===== src/rtl/tile_request_sender_pkg.sv =====
// ============================================================================
// tile_request_sender_pkg: word type codes, buffer word layout, FSM states
// Revision: 1.0
// ============================================================================
`default_nettype none

package tile_request_sender_pkg;

  // Type codes of the tile-request word protocol, also decoded by the solver manager.
  typedef enum logic [2:0] {
    WT_ADDR  = 3'd0,
    WT_ZOOM  = 3'd1,
    WT_REAL  = 3'd2,
    WT_IMAG  = 3'd3,
    WT_START = 3'd4
  } word_type_e;

  typedef struct packed {
    word_type_e  kind;
    logic [31:0] payload;
  } word_t;

  localparam int WORD_BITS = $bits(word_t);

  typedef enum logic [2:0] {
    ST_IDLE     = 3'd0,
    ST_HDR_ZOOM = 3'd1,
    ST_RD_REAL  = 3'd2,
    ST_RD_IMAG  = 3'd3,
    ST_START    = 3'd4,
    ST_DRAIN    = 3'd5
  } state_e;

  function automatic word_t make_word(input word_type_e kind, input logic [31:0] payload);
    word_t w;
    w.kind    = kind;
    w.payload = payload;
    return w;
  endfunction

endpackage

`default_nettype wire


===== src/rtl/tile_request_sender_if.sv =====
// ============================================================================
// tile_request_sender_if: request, limb-memory and output-word signal bundle
// Revision: 1.0
// ============================================================================
`default_nettype none

interface tile_request_sender_if #(
  parameter int LIMB_INDEX_BITS = 6,
  parameter int LIMB_SIZE_BITS  = 27
);
  logic                       req_valid;
  logic                       req_ready;
  logic [31:0]                req_output_addr;
  logic [31:0]                req_zoom_level;
  logic [LIMB_INDEX_BITS:0]   req_num_limbs;
  logic                       limb_rd_en;
  logic                       limb_rd_imag;
  logic [LIMB_INDEX_BITS-1:0] limb_rd_addr;
  logic [LIMB_SIZE_BITS-1:0]  limb_rd_data;
  logic                       fifo_valid;
  logic                       fifo_ready;
  logic [2:0]                 fifo_data_type;
  logic [31:0]                fifo_data;
  logic                       busy;

  modport master (
    input  req_valid, req_output_addr, req_zoom_level, req_num_limbs,
           limb_rd_data, fifo_ready,
    output req_ready, limb_rd_en, limb_rd_imag, limb_rd_addr,
           fifo_valid, fifo_data_type, fifo_data, busy
  );

  modport slave (
    output req_valid, req_output_addr, req_zoom_level, req_num_limbs,
           limb_rd_data, fifo_ready,
    input  req_ready, limb_rd_en, limb_rd_imag, limb_rd_addr,
           fifo_valid, fifo_data_type, fifo_data, busy
  );
endinterface

`default_nettype wire


===== src/rtl/tile_request_sender_skid_buffer.sv =====
// ============================================================================
// typed_word_skid_buffer: 2-entry FIFO of typed 35-bit words, registered head
// Revision: 1.0
// ============================================================================
`default_nettype none

module typed_word_skid_buffer
  import tile_request_sender_pkg::*;
(
  input  logic       clock,
  input  logic       reset,
  input  logic       in_valid_i,
  input  word_t      in_word_i,
  output logic       out_valid_o,
  output word_t      out_word_o,
  input  logic       out_ready_i,
  output logic [1:0] count_o
);

  word_t      head_q, head_d;
  word_t      tail_q, tail_d;
  logic [1:0] count_q, count_d;
  logic       pop;
  logic       push;

  always_comb begin
    head_d  = head_q;
    tail_d  = tail_q;
    count_d = count_q;
    pop     = out_ready_i && (count_q != 2'd0);
    push    = in_valid_i && ((count_q != 2'd2) || pop);
    case (count_q)
      2'd0: begin
        if (push) begin
          head_d  = in_word_i;
          count_d = 2'd1;
        end
      end
      2'd1: begin
        if (push && pop) begin
          head_d = in_word_i;
        end else if (pop) begin
          count_d = 2'd0;
        end else if (push) begin
          tail_d  = in_word_i;
          count_d = 2'd2;
        end
      end
      default: begin
        if (pop) begin
          head_d = tail_q;
          if (push) tail_d = in_word_i;
          else      count_d = 2'd1;
        end
      end
    endcase
  end

  always_ff @(posedge clock) begin
    if (reset) begin
      head_q  <= '0;
      tail_q  <= '0;
      count_q <= 2'd0;
    end else begin
      head_q  <= head_d;
      tail_q  <= tail_d;
      count_q <= count_d;
    end
  end

  assign out_valid_o = (count_q != 2'd0);
  assign out_word_o  = head_q;
  assign count_o     = count_q;

endmodule

`default_nettype wire


===== src/rtl/tile_request_sender.sv =====
// ============================================================================
// tile_request_sender: serialises a tile request (header, limbs, start) into typed words
// Revision: 1.0
// ============================================================================
`default_nettype none

module tile_request_sender
  import tile_request_sender_pkg::*;
#(
  parameter int LIMB_INDEX_BITS = 6,
  parameter int LIMB_SIZE_BITS  = 27
) (
  input logic                   clock,
  input logic                   reset,
  tile_request_sender_if.master bus
);

  localparam int CNT_BITS = LIMB_INDEX_BITS + 1;

  state_e                     state_q, state_d;
  logic [31:0]                zoom_q, zoom_d;
  logic [CNT_BITS-1:0]        num_q, num_d;
  logic [CNT_BITS-1:0]        idx_q, idx_d;
  logic [CNT_BITS-1:0]        idx_next;
  logic                       inflight_q, inflight_imag_q;

  logic                       push;
  word_t                      push_word;
  logic                       rd_en;
  logic                       rd_imag;
  logic [LIMB_INDEX_BITS-1:0] rd_addr;
  logic                       buf_valid;
  word_t                      buf_word;
  logic [1:0]                 buf_count;
  logic                       pop;
  logic                       accept;
  logic [2:0]                 occ;

  typed_word_skid_buffer u_buf (
    .clock       (clock),
    .reset       (reset),
    .in_valid_i  (push),
    .in_word_i   (push_word),
    .out_valid_o (buf_valid),
    .out_word_o  (buf_word),
    .out_ready_i (bus.fifo_ready),
    .count_o     (buf_count)
  );

  assign bus.req_ready      = !reset && (state_q == ST_IDLE) && (buf_count == 2'd0);
  assign bus.fifo_valid     = buf_valid && !reset;
  assign bus.fifo_data_type = buf_word.kind;
  assign bus.fifo_data      = buf_word.payload;
  assign bus.busy           = !reset && (state_q != ST_IDLE);
  assign bus.limb_rd_en     = rd_en && !reset;
  assign bus.limb_rd_imag   = rd_imag;
  assign bus.limb_rd_addr   = rd_addr;

  assign pop      = bus.fifo_valid && bus.fifo_ready;
  assign accept   = bus.req_valid && bus.req_ready;
  // Slots already claimed next cycle: stored words plus returning read data, minus the word leaving now.
  assign occ      = {1'b0, buf_count} + {2'b00, inflight_q} - {2'b00, pop};
  assign idx_next = idx_q + CNT_BITS'(1);

  always_comb begin
    state_d   = state_q;
    zoom_d    = zoom_q;
    num_d     = num_q;
    idx_d     = idx_q;
    push      = 1'b0;
    push_word = '0;
    rd_en     = 1'b0;
    rd_imag   = 1'b0;
    rd_addr   = '0;

    if (inflight_q) begin
      push      = 1'b1;
      push_word = make_word(inflight_imag_q ? WT_IMAG : WT_REAL, 32'(bus.limb_rd_data));
    end

    case (state_q)
      ST_IDLE: begin
        // The address word is written on the accepting edge so it is presented the very next cycle.
        if (accept) begin
          zoom_d    = bus.req_zoom_level;
          num_d     = bus.req_num_limbs;
          idx_d     = '0;
          push      = 1'b1;
          push_word = make_word(WT_ADDR, bus.req_output_addr);
          state_d   = ST_HDR_ZOOM;
        end
      end
      ST_HDR_ZOOM: begin
        if (occ < 3'd2) begin
          push      = 1'b1;
          push_word = make_word(WT_ZOOM, zoom_q);
          if (num_q == '0) begin
            state_d = ST_START;
          end else if (occ == 3'd0) begin
            // Room for both: launch limb 0 alongside the zoom word to avoid a bubble.
            rd_en = 1'b1;
            if (num_q == CNT_BITS'(1)) begin
              idx_d   = '0;
              state_d = ST_RD_IMAG;
            end else begin
              idx_d   = CNT_BITS'(1);
              state_d = ST_RD_REAL;
            end
          end else begin
            idx_d   = '0;
            state_d = ST_RD_REAL;
          end
        end
      end
      ST_RD_REAL, ST_RD_IMAG: begin
        if (occ < 3'd2) begin
          rd_en   = 1'b1;
          rd_imag = (state_q == ST_RD_IMAG);
          rd_addr = idx_q[LIMB_INDEX_BITS-1:0];
          if (idx_next == num_q) begin
            idx_d   = '0;
            state_d = (state_q == ST_RD_REAL) ? ST_RD_IMAG : ST_START;
          end else begin
            idx_d = idx_next;
          end
        end
      end
      ST_START: begin
        if (!inflight_q && (occ < 3'd2)) begin
          push      = 1'b1;
          push_word = make_word(WT_START, 32'd0);
          state_d   = ST_DRAIN;
        end
      end
      ST_DRAIN: begin
        if ((buf_count == 2'd1) && pop) state_d = ST_IDLE;
      end
      default: state_d = ST_IDLE;
    endcase
  end

  always_ff @(posedge clock) begin
    if (reset) begin
      state_q         <= ST_IDLE;
      zoom_q          <= '0;
      num_q           <= '0;
      idx_q           <= '0;
      inflight_q      <= 1'b0;
      inflight_imag_q <= 1'b0;
    end else begin
      state_q         <= state_d;
      zoom_q          <= zoom_d;
      num_q           <= num_d;
      idx_q           <= idx_d;
      inflight_q      <= rd_en;
      inflight_imag_q <= rd_imag;
    end
  end

endmodule

`default_nettype wire


===== src/flat_wrapper.sv =====
// flat-port wrapper written by rule: the top's interface ports become plain ports
module tile_request_sender_flat import tile_request_sender_pkg::*;
#(
  parameter int LIMB_INDEX_BITS = 6,
  parameter int LIMB_SIZE_BITS  = 27
)
  (clock, reset, bus_req_valid, bus_req_output_addr, bus_req_zoom_level, bus_req_num_limbs, bus_limb_rd_data, bus_fifo_ready, bus_req_ready, bus_limb_rd_en, bus_limb_rd_imag, bus_limb_rd_addr, bus_fifo_valid, bus_fifo_data_type, bus_fifo_data, bus_busy);
  tile_request_sender_if #(.LIMB_INDEX_BITS(LIMB_INDEX_BITS), .LIMB_SIZE_BITS(LIMB_SIZE_BITS)) bus_i ();
  input logic clock;
  input logic reset;
  input wire logic [$bits(bus_i.req_valid)-1:0] bus_req_valid;
  input wire logic [$bits(bus_i.req_output_addr)-1:0] bus_req_output_addr;
  input wire logic [$bits(bus_i.req_zoom_level)-1:0] bus_req_zoom_level;
  input wire logic [$bits(bus_i.req_num_limbs)-1:0] bus_req_num_limbs;
  input wire logic [$bits(bus_i.limb_rd_data)-1:0] bus_limb_rd_data;
  input wire logic [$bits(bus_i.fifo_ready)-1:0] bus_fifo_ready;
  output wire logic [$bits(bus_i.req_ready)-1:0] bus_req_ready;
  output wire logic [$bits(bus_i.limb_rd_en)-1:0] bus_limb_rd_en;
  output wire logic [$bits(bus_i.limb_rd_imag)-1:0] bus_limb_rd_imag;
  output wire logic [$bits(bus_i.limb_rd_addr)-1:0] bus_limb_rd_addr;
  output wire logic [$bits(bus_i.fifo_valid)-1:0] bus_fifo_valid;
  output wire logic [$bits(bus_i.fifo_data_type)-1:0] bus_fifo_data_type;
  output wire logic [$bits(bus_i.fifo_data)-1:0] bus_fifo_data;
  output wire logic [$bits(bus_i.busy)-1:0] bus_busy;
  assign bus_i.req_valid = bus_req_valid;
  assign bus_i.req_output_addr = bus_req_output_addr;
  assign bus_i.req_zoom_level = bus_req_zoom_level;
  assign bus_i.req_num_limbs = bus_req_num_limbs;
  assign bus_i.limb_rd_data = bus_limb_rd_data;
  assign bus_i.fifo_ready = bus_fifo_ready;
  assign bus_req_ready = bus_i.req_ready;
  assign bus_limb_rd_en = bus_i.limb_rd_en;
  assign bus_limb_rd_imag = bus_i.limb_rd_imag;
  assign bus_limb_rd_addr = bus_i.limb_rd_addr;
  assign bus_fifo_valid = bus_i.fifo_valid;
  assign bus_fifo_data_type = bus_i.fifo_data_type;
  assign bus_fifo_data = bus_i.fifo_data;
  assign bus_busy = bus_i.busy;
  tile_request_sender #(.LIMB_INDEX_BITS(LIMB_INDEX_BITS), .LIMB_SIZE_BITS(LIMB_SIZE_BITS)) u_core (.clock(clock), .reset(reset), .bus(bus_i));
endmodule

===== config.mk =====
export PLATFORM = sky130hd
export DESIGN_NAME = tile_request_sender_flat
export DESIGN_NICKNAME = d
export VERILOG_FILES = /design/src/rtl/tile_request_sender_pkg.sv /design/src/rtl/tile_request_sender_if.sv /design/src/rtl/tile_request_sender_skid_buffer.sv /design/src/rtl/tile_request_sender.sv /design/src/flat_wrapper.sv
export SDC_FILE = /design/constraint.sdc
export NUM_CORES = 1
export LEC_CHECK = 0
export ABC_AREA = 1
export BUFFER_PORTS_ARGS = -buffer_cell sky130_fd_sc_hd__buf_4
export CORE_ASPECT_RATIO = 0.75
export CORE_MARGIN = 4
export CORE_UTILIZATION = 40
export DETAILED_ROUTE_END_ITERATION = 12
export REMOVE_ABC_BUFFERS = 1
export SYNTH_ARGS = -nofsm -noshare
export SYNTH_HDL_FRONTEND = slang
export SYNTH_SLANG_ARGS = --single-unit
export TNS_END_PERCENT = 20

===== constraint.sdc =====
create_clock -name clock -period 5.5 [get_ports clock]
set_input_delay 0.825 -clock clock [delete_from_list [all_inputs] [get_ports clock]]
set_output_delay 0.825 -clock clock [all_outputs]
set_load 0.05 [all_outputs]

==> results of run 1 <==
[state kept, by name (all words and copies together), names as in the netlist]
register	flops
u_core.idx_q	7
u_core.inflight_imag_q	1
u_core.inflight_q	1
u_core.num_q	7
u_core.state_q	3
u_core.u_buf.count_o	2
u_core.u_buf.out_word_o	35
u_core.u_buf.tail_q	35
u_core.zoom_q	32
[area by class of cell]
cell class / count / area [µm²]
Clock buffer: 18 / 429
Multi-Input combinational cell: 696 / 3090
Timing Repair Buffer: 151 / 1130
Tap cell: 205 / 256
Inverter: 125 / 474
Clock inverter: 13 / 200
Fill cell: 1562 / 7270
Sequential cell: 123 / 2460
[final timing paths]
kind                                             start                                       end  slack (ns)  cells after the start
setup reg to reg  u_core.u_buf.count_o[1]$_SDFFE_PP0P_  u_core.u_buf.out_word_o[21]$_SDFFE_PP0P_        0.90                     20
setup / recovery  u_core.u_buf.count_o[1]$_SDFFE_PP0P_  u_core.u_buf.out_word_o[21]$_SDFFE_PP0P_        0.90                     20
hold reg to reg         u_core.zoom_q[31]$_SDFFE_PP0P_            u_core.zoom_q[31]$_SDFFE_PP0P_        0.44                      2
hold / removal          u_core.zoom_q[31]$_SDFFE_PP0P_            u_core.zoom_q[31]$_SDFFE_PP0P_        0.44                      2
[report_power, final]
group          internal [W]  switching [W]
clock              0.000797       0.000418
combinational      0.000529        0.00137
sequential          0.00106      0.0000903
[kinds of logic (layout without fill, tap and decap cells)]
| logic type | after synthesis | after routing | share of synthesized area, % |
|---|---|---|---|
| AND/OR/NAND/NOR | 475 | 475 | 30.7 |
| AO/OA/AOI/OAI | 214 | 214 | 17.1 |
| buffers and inverters | 178 | 307 | 11.7 |
| flip-flops | 123 | 123 | 39.2 |
| adder cells (fa/ha/maj) | 5 | 5 | 1.11 |
| XOR/XNOR | 2 | 2 | 0.279 |
[worst max-delay path: cells and delay by family (launching register included)]
family / cells / cell delay (ns)
buffers and inverters: 6 / 1.47
AND/OR/NAND/NOR: 10 / 1.43
adder cells (fa/ha/maj): 3 / 0.96
flip-flops: 1 / 0.32
AO/OA/AOI/OAI: 1 / 0.28
[layer usage]
metal	routed length (µm)	GRT usage (%)	vias up	share of wire, %
li1	-	-	3341	-
met1	9310	28.7	2751	51
met2	7660	30.5	150	42
met3	1000	5.04	17	5.5
met4	212	4.45	0	1.2
met5	0	0	-	0
[synthesized netlist by cell type, types with 2 or more instances]
| cell type | number | area [µm²] |
|---|---|---|
| nand2_2 | 5 | 31.3 |
| inv_2 | 8 | 30.0 |
| ha_1 | 4 | 50.1 |
| nor2_2 | 2 | 12.5 |
| o21ai_1 | 25 | 125 |
| nand3_1 | 22 | 110 |
| buf_6 | 4 | 45.0 |
| nand4_1 | 4 | 25.0 |
| buf_2 | 9 | 45.0 |
| nand2_1 | 301 | 1130 |
| buf_1 | 3 | 11.3 |
| inv_1 | 115 | 432 |
| buf_4 | 5 | 37.5 |
| nor2_1 | 128 | 480 |
| o21ai_0 | 104 | 521 |
| nor2_4 | 3 | 33.8 |
| nand2_4 | 2 | 22.5 |
| nor3_1 | 3 | 15.0 |
| a21oi_1 | 83 | 415 |
| clkbuf_1 | 31 | 116 |
| dfxtp_1 | 123 | 2460 |
[stage by stage]
stage / utilization (%) / hold slack, ns
after floorplan: - / 0.426
after global placement: 48.4 / 0.436
after detailed placement: 48.4 / 0.439
after CTS: 52.5 / 0.448
after global routing: 52.5 / 0.463
final: 52.5 / 0.445
==> out/metrics.csv, run 1 <==
metric,value,unit
Initial DRC Count,399,
Non-Filler Instances,1331,
Yosys reg bits,123,
slew of the pin with the lowest slew margin,0.808,ns
pre-CTS WS,0.816,ns
Power Density,530,nW/µm²
Final Instance Area,8050,µm²
final worst slack,0.901,ns
"slowest stage cell, crit path",inv_2,
clk root buf,clkbuf_16,
CTS sink count,123,
fin crit share,83.6,%
Worst Setup Start Kind,flop,
Final Power,0.00426,W
Slew HR,46.0,%
post-cts resize count,0,
Final Slew Violations,0,
number of flops mapped to enable cells by yosys,0,
PortBufs,147,
Required @ worst endpoint,5.80,ns
DRC,0,
unrepaired setup endpoints after global routing,no,
routed wire length,18200,µm
max_cap viols,0,
CTS Buf Count,17,
Critical Path Sink Type,flop,
I/O pin cnt,148,
Crit Path Max Fanout,42,
Placement Cell Area,7420,µm²
setup violators final,0,
clk_skew,0.00831,ns
first-pass GRT wire length,29100,µm
Nets,1221,
"commonest non-fill, non-tap cells in the layout","301 x nand2_1, 151 x buf_4, 128 x nor2_1",
Fin. Hold Viols,0,
CTS max path bufs,2,
post-layout min period,4.60,ns
Via density,4.70,
synth unique cells,34,
leakage,3.73,nW
layout cells sized above 1,18.5,%
post-route ant nets,0,
gr ovfl total,0,
register area share after synthesis,39.2,%
latest clock arrival within the worst-skew pair,0.41,ns
Core ar.,15300,µm²
Ys Warns,0,
CTS tree,yes,
via count,6259,
Die Span Y,117,µm
Syn Std Cell Area,6290,µm²
arrival time worst endpoint,4.90,ns
VDD IR-drop max,0.000261,V
GR Util All Layers,20.0,%
Die Wd,153,µm
number of placement rows,39,
Inst Count DP,1300,
number of hold buffers added after cts,0,
outcome,"complete, no violations",
dpl hpwl,11900,µm
Avg Inst Size Synth,6.31,µm²
die area,17800,µm²
ys async rst share,0,%
"slowest stage delay, CP",0.73,ns
TritonRoute pass-1 iters,5,
Worst-path clk slew,0.06,ns
vias in the first global route,5662,
dominant synthesized flop cell,dfxtp_1,
Placer Congestion,0.876,
H-tree Lvls,4,
fmax,217,MHz
largest net degree at the start of global routing,59,
type of the worst setup path,flop to flop,
Initial Utilization,41.0,%
"commonest non-fill, non-tap cell in the layout",nand2_1,
Post-CTS Setup Bufs,0,
CP Cell Sequence,inv_2 -> nand2_1 -> inv_1 -> nor2_1 -> inv_1 -> nor2_1 -> ha_1 -> inv_1 -> ha_1 -> inv_1 -> fa_1 -> nand3_2 -> o21ai_1 -> nand4_2 -> nand3_1 -> nand2_2 -> inv_2 -> nand2_1 -> nor2_1 -> nor2_1,
initial antenna violation count,0,
Mapped Cells,997,
post-route setup TNS,0,ns
post-DR wirelength/cell,13.7,µm
Worst Hold Class,flop to flop,
area grow syn2layout,28.0,%
diodes inserted,0,
Power figures use the tool's default switching activity.
==> run 2, diff against run 1 <==
clock period = 4.24 ns   (was 5.5 ns; I/O delays follow)
==> out/metrics.csv, run 2 (same netlist as run 1, synthesis figures left out) <==
metric,value,unit,change
Crit path max-delay family,adder cells,,
Die Span Y,117,µm,unchanged
worst reg-to-reg path cell count,19,,-5.0%
post-DR wirelength/cell,13.8,µm,+0.76%
area grow syn2layout,29.3,%,
Placer Congestion,0.851,,-2.9%
Worst Setup Start Kind,flop,,
Nets,1227,,+0.49%
Sequential cell area,2460,µm²,unchanged
Worst Hold Class,input pin to flop,,
largest net degree at the start of global routing,64,,+8.5%
number of placement rows,39,,unchanged
met2 WL,7820,µm,+2.0%
fmax,253,MHz,
routed wire length,18400,µm,+1.3%
unrepaired setup endpoints after global routing,no,,
PortBufs,147,,unchanged
slew of the pin with the lowest slew margin,0.999,ns,+0.192 ns
Fill cells,1612,,+3.2%
number of hold buffers added after cts,0,,unchanged
max_cap viols,0,,unchanged
fin crit share,93.1,%,
CP Cell Sequence,inv_1 -> nand2_1 -> inv_1 -> nor2_1 -> inv_1 -> nor2_1 -> ha_1 -> inv_1 -> ha_1 -> inv_1 -> fa_1 -> nand3_2 -> nor2_2 -> nand3_1 -> a21oi_1 -> buf_4,,
Flop pwr share,26.5,%,-0.5 points
clk root buf,clkbuf_16,,
Clk pwr share,27.7,%,-0.8 points
Initial Utilization,41.0,%,unchanged
Fin. Hold Viols,0,,unchanged
leakage,3.78,nW,+1.2%
gr ovfl total,0,,unchanged
"slowest stage delay, CP",0.52,ns,-0.21 ns
reg2reg start,u_core.u_buf.count_o[0]$_SDFFE_PP0P_,,
metal3 WL,980,µm,-2.4%
"commonest non-fill, non-tap cell in the layout",nand2_1,,
Worst-path clk slew,0.06,ns,about the same
type of the worst setup path,flop to output port,,
Multi-input gate area,3090,µm²,about the same
Worst R2R End,u_core.u_buf.tail_q[32]$_SDFFE_PP0P_,,
Via density,4.71,,+0.13%
CP dominant cell by count,inv_1,,
hold path cells,3,,+1
I/O pin cnt,148,,unchanged
Core ar.,15300,µm²,unchanged
Initial DRC Count,340,,-15%
post-layout util,53.0,%,+0.52 points
P_int,0.00317,W,+33%
Final Slew Violations,0,,unchanged
Post-CTS Setup Bufs,0,,unchanged
first-pass GRT wire length,29600,µm,+1.7%
outcome,"complete, no violations",,
initial antenna violation count,0,,unchanged
VDD IR-drop max,0.000319,V,+22%
Die Wd,153,µm,unchanged
Net Switching,0.00246,W,+31%
switch share,43.7,%,-0.30 points
uppermost layer routed,met4,,
clk_skew,0.00590,ns,-0.00242 ns
Hold Crit Start,bus_req_num_limbs[3],,
"slowest stage cell, crit path",fa_1,,
post-cts resize count,0,,unchanged
Crit Path Max Fanout,8,,-81%
Slew HR,33.4,%,-13 points
DRC,0,,unchanged
Worst Hold End,u_core.num_q[3]$_SDFFE_PP0P_,,
vias in the first global route,5842,,+3.2%
CTS tree,yes,,
metal1 wirelength,9520,µm,+2.3%
"commonest non-fill, non-tap cells in the layout","300 x nand2_1, 155 x buf_4, 128 x nor2_1",,
arrival time worst endpoint,3.31,ns,-1.59 ns
R2R Setup Slk,0.55,ns,-0.35 ns
Fin Hold WS,0.419,ns,-0.0260 ns
Worst Path Buf+Inv,6,,unchanged
Power Density,692,nW/µm²,+31%
CTS Buf Count,17,,unchanged
CTS max path bufs,2,,unchanged
TritonRoute pass-1 iters,5,,unchanged
Critical Path Sink Type,output port,,
latest clock arrival within the worst-skew pair,0.42,ns,about the same
post-layout min period,3.95,ns,
Comb power frac,45.8,%,+1.3 points
die area,17800,µm²,unchanged
diodes inserted,0,,unchanged
Non-Filler Instances,1338,,+0.53%
Required @ worst endpoint,3.60,ns,-2.20 ns
H-tree Lvls,4,,unchanged
GR Util All Layers,20.6,%,+0.65 points
post-route ant nets,0,,unchanged
via count,6300,,+0.66%
Inst Count DP,1306,,+0.46%
layout cells sized above 1,19.1,%,+0.59 points
CTS sink count,123,,unchanged
setup violators final,0,,unchanged
dpl hpwl,12300,µm,+3.3%
-- run 2: cell count changes in the layout (fill, tap and decap cells not counted) --
cell,delta
nand2_2,+1
nand2_1,-1
clkinv_4,+1
clkbuf_8,+3
buf_12,+2
clkinv_2,-1
buf_4,+4
clkinvlp_4,-1
bufinv_16,-1
-- run 2: worst min-delay path, stage by stage --
cell and delay [ns]:
buf_4 0.08, nand2_1 0.04, nand2_1 0.05
-- run 2: power by group through the flow --
stage / Clock [W] / Combinational (W) / Sequential [W]
after floorplan: 0 / 0.00140 / 0.00182
after global placement: 0 / 0.00257 / 0.00151
after detailed placement: 0 / 0.00258 / 0.00151
after CTS: 0.00159 / 0.00259 / 0.00149
after global routing: 0.00163 / 0.00289 / 0.00152
final: 0.00156 / 0.00258 / 0.00149
-- run 2: per-stage QoR --
step           setup slack, ns  instance area, µm²  power (W)  TNS, ns
5_1_grt                 0.0160                8130    0.00604        0
3_3_place_gp             0.517                7490    0.00408        0
2_1_floorplan           -0.581                6030    0.00321   -14.68
6_report                 0.295                8130    0.00563        0
4_1_cts                  0.246                8130    0.00567        0
3_5_place_dp             0.440                7490    0.00409        0
-- run 2: area by class of cell --
class,count,area share (%)
clock inverters,11,2.05
multi-input cells,696,38.1
clock buffers,21,5.79
flip-flops and latches,123,30.3
inverters,125,5.83
well taps,205,3.16
repair buffers,157,14.8
-- run 2: metal layers --
metal,vias to the layer above,global-route usage [%]
li1,3354,-
met1,2784,29.2
met2,151,31.7
met3,11,5.11
met4,0,5.40
met5,-,0
-- run 2: worst max-delay path by stage --
stage / endpoint / start / depth (start not counted) / slack [ns]
2_1_floorplan: bus_limb_rd_en / u_core.u_buf.count_o[1]$_SDFFE_PP0P_ / 15 / -0.58
3_5_place_dp: u_core.u_buf.tail_q[32]$_SDFFE_PP0P_ / bus_fifo_ready / 18 / 0.44
6_report: bus_limb_rd_en / u_core.u_buf.count_o[0]$_SDFFE_PP0P_ / 16 / 0.29
4_1_cts: bus_limb_rd_en / u_core.u_buf.count_o[0]$_SDFFE_PP0P_ / 16 / 0.25
3_3_place_gp: u_core.u_buf.tail_q[32]$_SDFFE_PP0P_ / bus_fifo_ready / 18 / 0.52
5_1_grt: bus_limb_rd_en / u_core.u_buf.count_o[0]$_SDFFE_PP0P_ / 16 / 0.02
==> run 3, diff against run 2 <==
PLACE_DENSITY = 0.58   (was default)
==> out/metrics.csv, run 3 (same netlist as run 1, synthesis figures left out) <==
metric,value,unit,change
outcome,"complete, no violations",,
via count,6328,,+0.44%
initial antenna violation count,0,,unchanged
post-DR wirelength/cell,13.9,µm,+0.79%
Via density,4.73,,+0.37%
Die Span Y,117,µm,unchanged
clk_skew,0.00895,ns,+0.00306 ns
unrepaired setup endpoints after global routing,no,,
Required @ worst endpoint,3.60,ns,about the same
max_cap viols,0,,unchanged
clk root buf,clkbuf_16,,
setup violators final,0,,unchanged
area grow syn2layout,29.3,%,unchanged
vias in the first global route,5697,,-2.5%
pre-CTS WS,0.438,ns,-0.00286 ns
CTS max path bufs,2,,unchanged
Power Density,696,nW/µm²,+0.59%
post-layout min period,3.96,ns,+0.0108 ns
hold path cells,3,,unchanged
dpl hpwl,12200,µm,about the same
Final Slew Violations,0,,unchanged
Core ar.,15300,µm²,unchanged
Critical Path Sink Type,output port,,
H-tree Lvls,4,,unchanged
Worst Hold Class,input pin to flop,,
diodes inserted,0,,unchanged
type of the worst setup path,flop to output port,,
leakage,3.77,nW,-0.13%
layout cells sized above 1,19.0,%,about the same
post-route ant nets,0,,unchanged
Worst Setup Start Kind,flop,,
GR Util All Layers,20.5,%,-0.18 points
CTS tree,yes,,
Crit Path Max Fanout,8,,unchanged
routed wire length,18600,µm,+0.87%
Nets,1228,,+0.081%
I/O pin cnt,148,,unchanged
Initial Utilization,41.0,%,unchanged
number of placement rows,39,,unchanged
VDD IR-drop max,0.000394,V,+24%
Post-CTS Setup Bufs,0,,unchanged
Fill cells,1590,,-1.4%
fmax,253,MHz,-0.27%
"commonest non-fill, non-tap cells in the layout","300 x nand2_1, 157 x buf_4, 128 x nor2_1",,
slew of the pin with the lowest slew margin,0.755,ns,-0.245 ns
R2R Setup Slk,0.54,ns,about the same
latest clock arrival within the worst-skew pair,0.41,ns,about the same
CTS Buf Count,17,,unchanged
Fin. Hold Viols,0,,unchanged
"commonest non-fill, non-tap cell in the layout",nand2_1,,
Die Wd,153,µm,unchanged
gr ovfl total,0,,unchanged
Worst-path clk slew,0.06,ns,about the same
PortBufs,147,,unchanged
Slew HR,49.6,%,+16 points
arrival time worst endpoint,3.32,ns,about the same
fin crit share,93.3,%,+0.26 points
Non-Filler Instances,1339,,+0.075%
first-pass GRT wire length,29400,µm,-0.79%
post-cts resize count,0,,unchanged
DRC,0,,unchanged
number of hold buffers added after cts,0,,unchanged
final worst slack,0.284,ns,-0.0108 ns
CTS sink count,123,,unchanged
Placer Congestion,0.873,,+2.6%
Final Power,0.00566,W,+0.59%
largest net degree at the start of global routing,50,,-22%
worst reg-to-reg path cell count,19,,unchanged
Initial DRC Count,492,,+45%
Inst Count DP,1307,,+0.077%
TritonRoute pass-1 iters,5,,unchanged
die area,17800,µm²,unchanged
-- run 3: worst max-delay path, cell delays in order (launching register included) --
cell,delay (ns)
dfxtp_1,0.40
inv_1,0.08
nand2_1,0.15
inv_1,0.07
nor2_1,0.09
inv_1,0.09
nor2_1,0.14
ha_1,0.24
inv_1,0.06
ha_1,0.14
inv_1,0.05
fa_1,0.53
nand3_2,0.18
nor2_2,0.19
nand3_1,0.14
a21oi_1,0.16
buf_4,0.22
-- run 3: through the flow --
step	setup TNS, ns	instance area, µm²	hold slack (ns)	utilization [%]
6_report	0	8130	0.428	53.0
5_1_grt	0	8130	0.455	53.0
4_1_cts	0	8130	0.425	53.0
3_5_place_dp	0	7480	0.439	48.8
3_3_place_gp	0	7480	0.433	48.8
2_1_floorplan	-14.68	6030	0.426	-
-- run 3: per-layer routing --
| metal | track usage [%] | vias up | routed length [µm] |
|---|---|---|---|
| li1 | - | 3360 | - |
| met4 | 4.87 | 0 | 153 |
| met1 | 30.2 | 2810 | 9710 |
| met2 | 30.3 | 150 | 7790 |
| met5 | 0 | - | 0 |
| met3 | 4.85 | 8 | 928 |
-- run 3: path summary, 6_finish.rpt --
check                                                          start                                    to
worst max-delay path            u_core.u_buf.count_o[0]$_SDFFE_PP0P_                        bus_limb_rd_en
worst min-delay path                            bus_req_num_limbs[3]          u_core.num_q[3]$_SDFFE_PP0P_
worst max register to register  u_core.u_buf.count_o[0]$_SDFFE_PP0P_  u_core.u_buf.tail_q[32]$_SDFFE_PP0P_
worst min register to register         u_core.zoom_q[6]$_SDFFE_PP0P_         u_core.zoom_q[6]$_SDFFE_PP0P_
-- run 3: area by class of cell --
| class | count | area [µm²] | share of cell area [%] |
|---|---|---|---|
| inverter | 125 | 474 | 5.83 |
| clock inverter | 12 | 195 | 2.40 |
| clock buffer | 20 | 447 | 5.50 |
| multi-input combinational | 696 | 3090 | 38.1 |
| timing repair buffer | 158 | 1200 | 14.7 |
| sequential | 123 | 2460 | 30.3 |
| tap | 205 | 256 | 3.16 |
-- run 3: where the power goes --
group / switching [W] / internal, W / leakage [nW]
sequential: 0.000118 / 0.00138 / 1.00
combinational: 0.00182 / 0.000755 / 2.47
clock: 0.000536 / 0.00106 / 0.302
total: 0.00247 / 0.00319 / 3.77
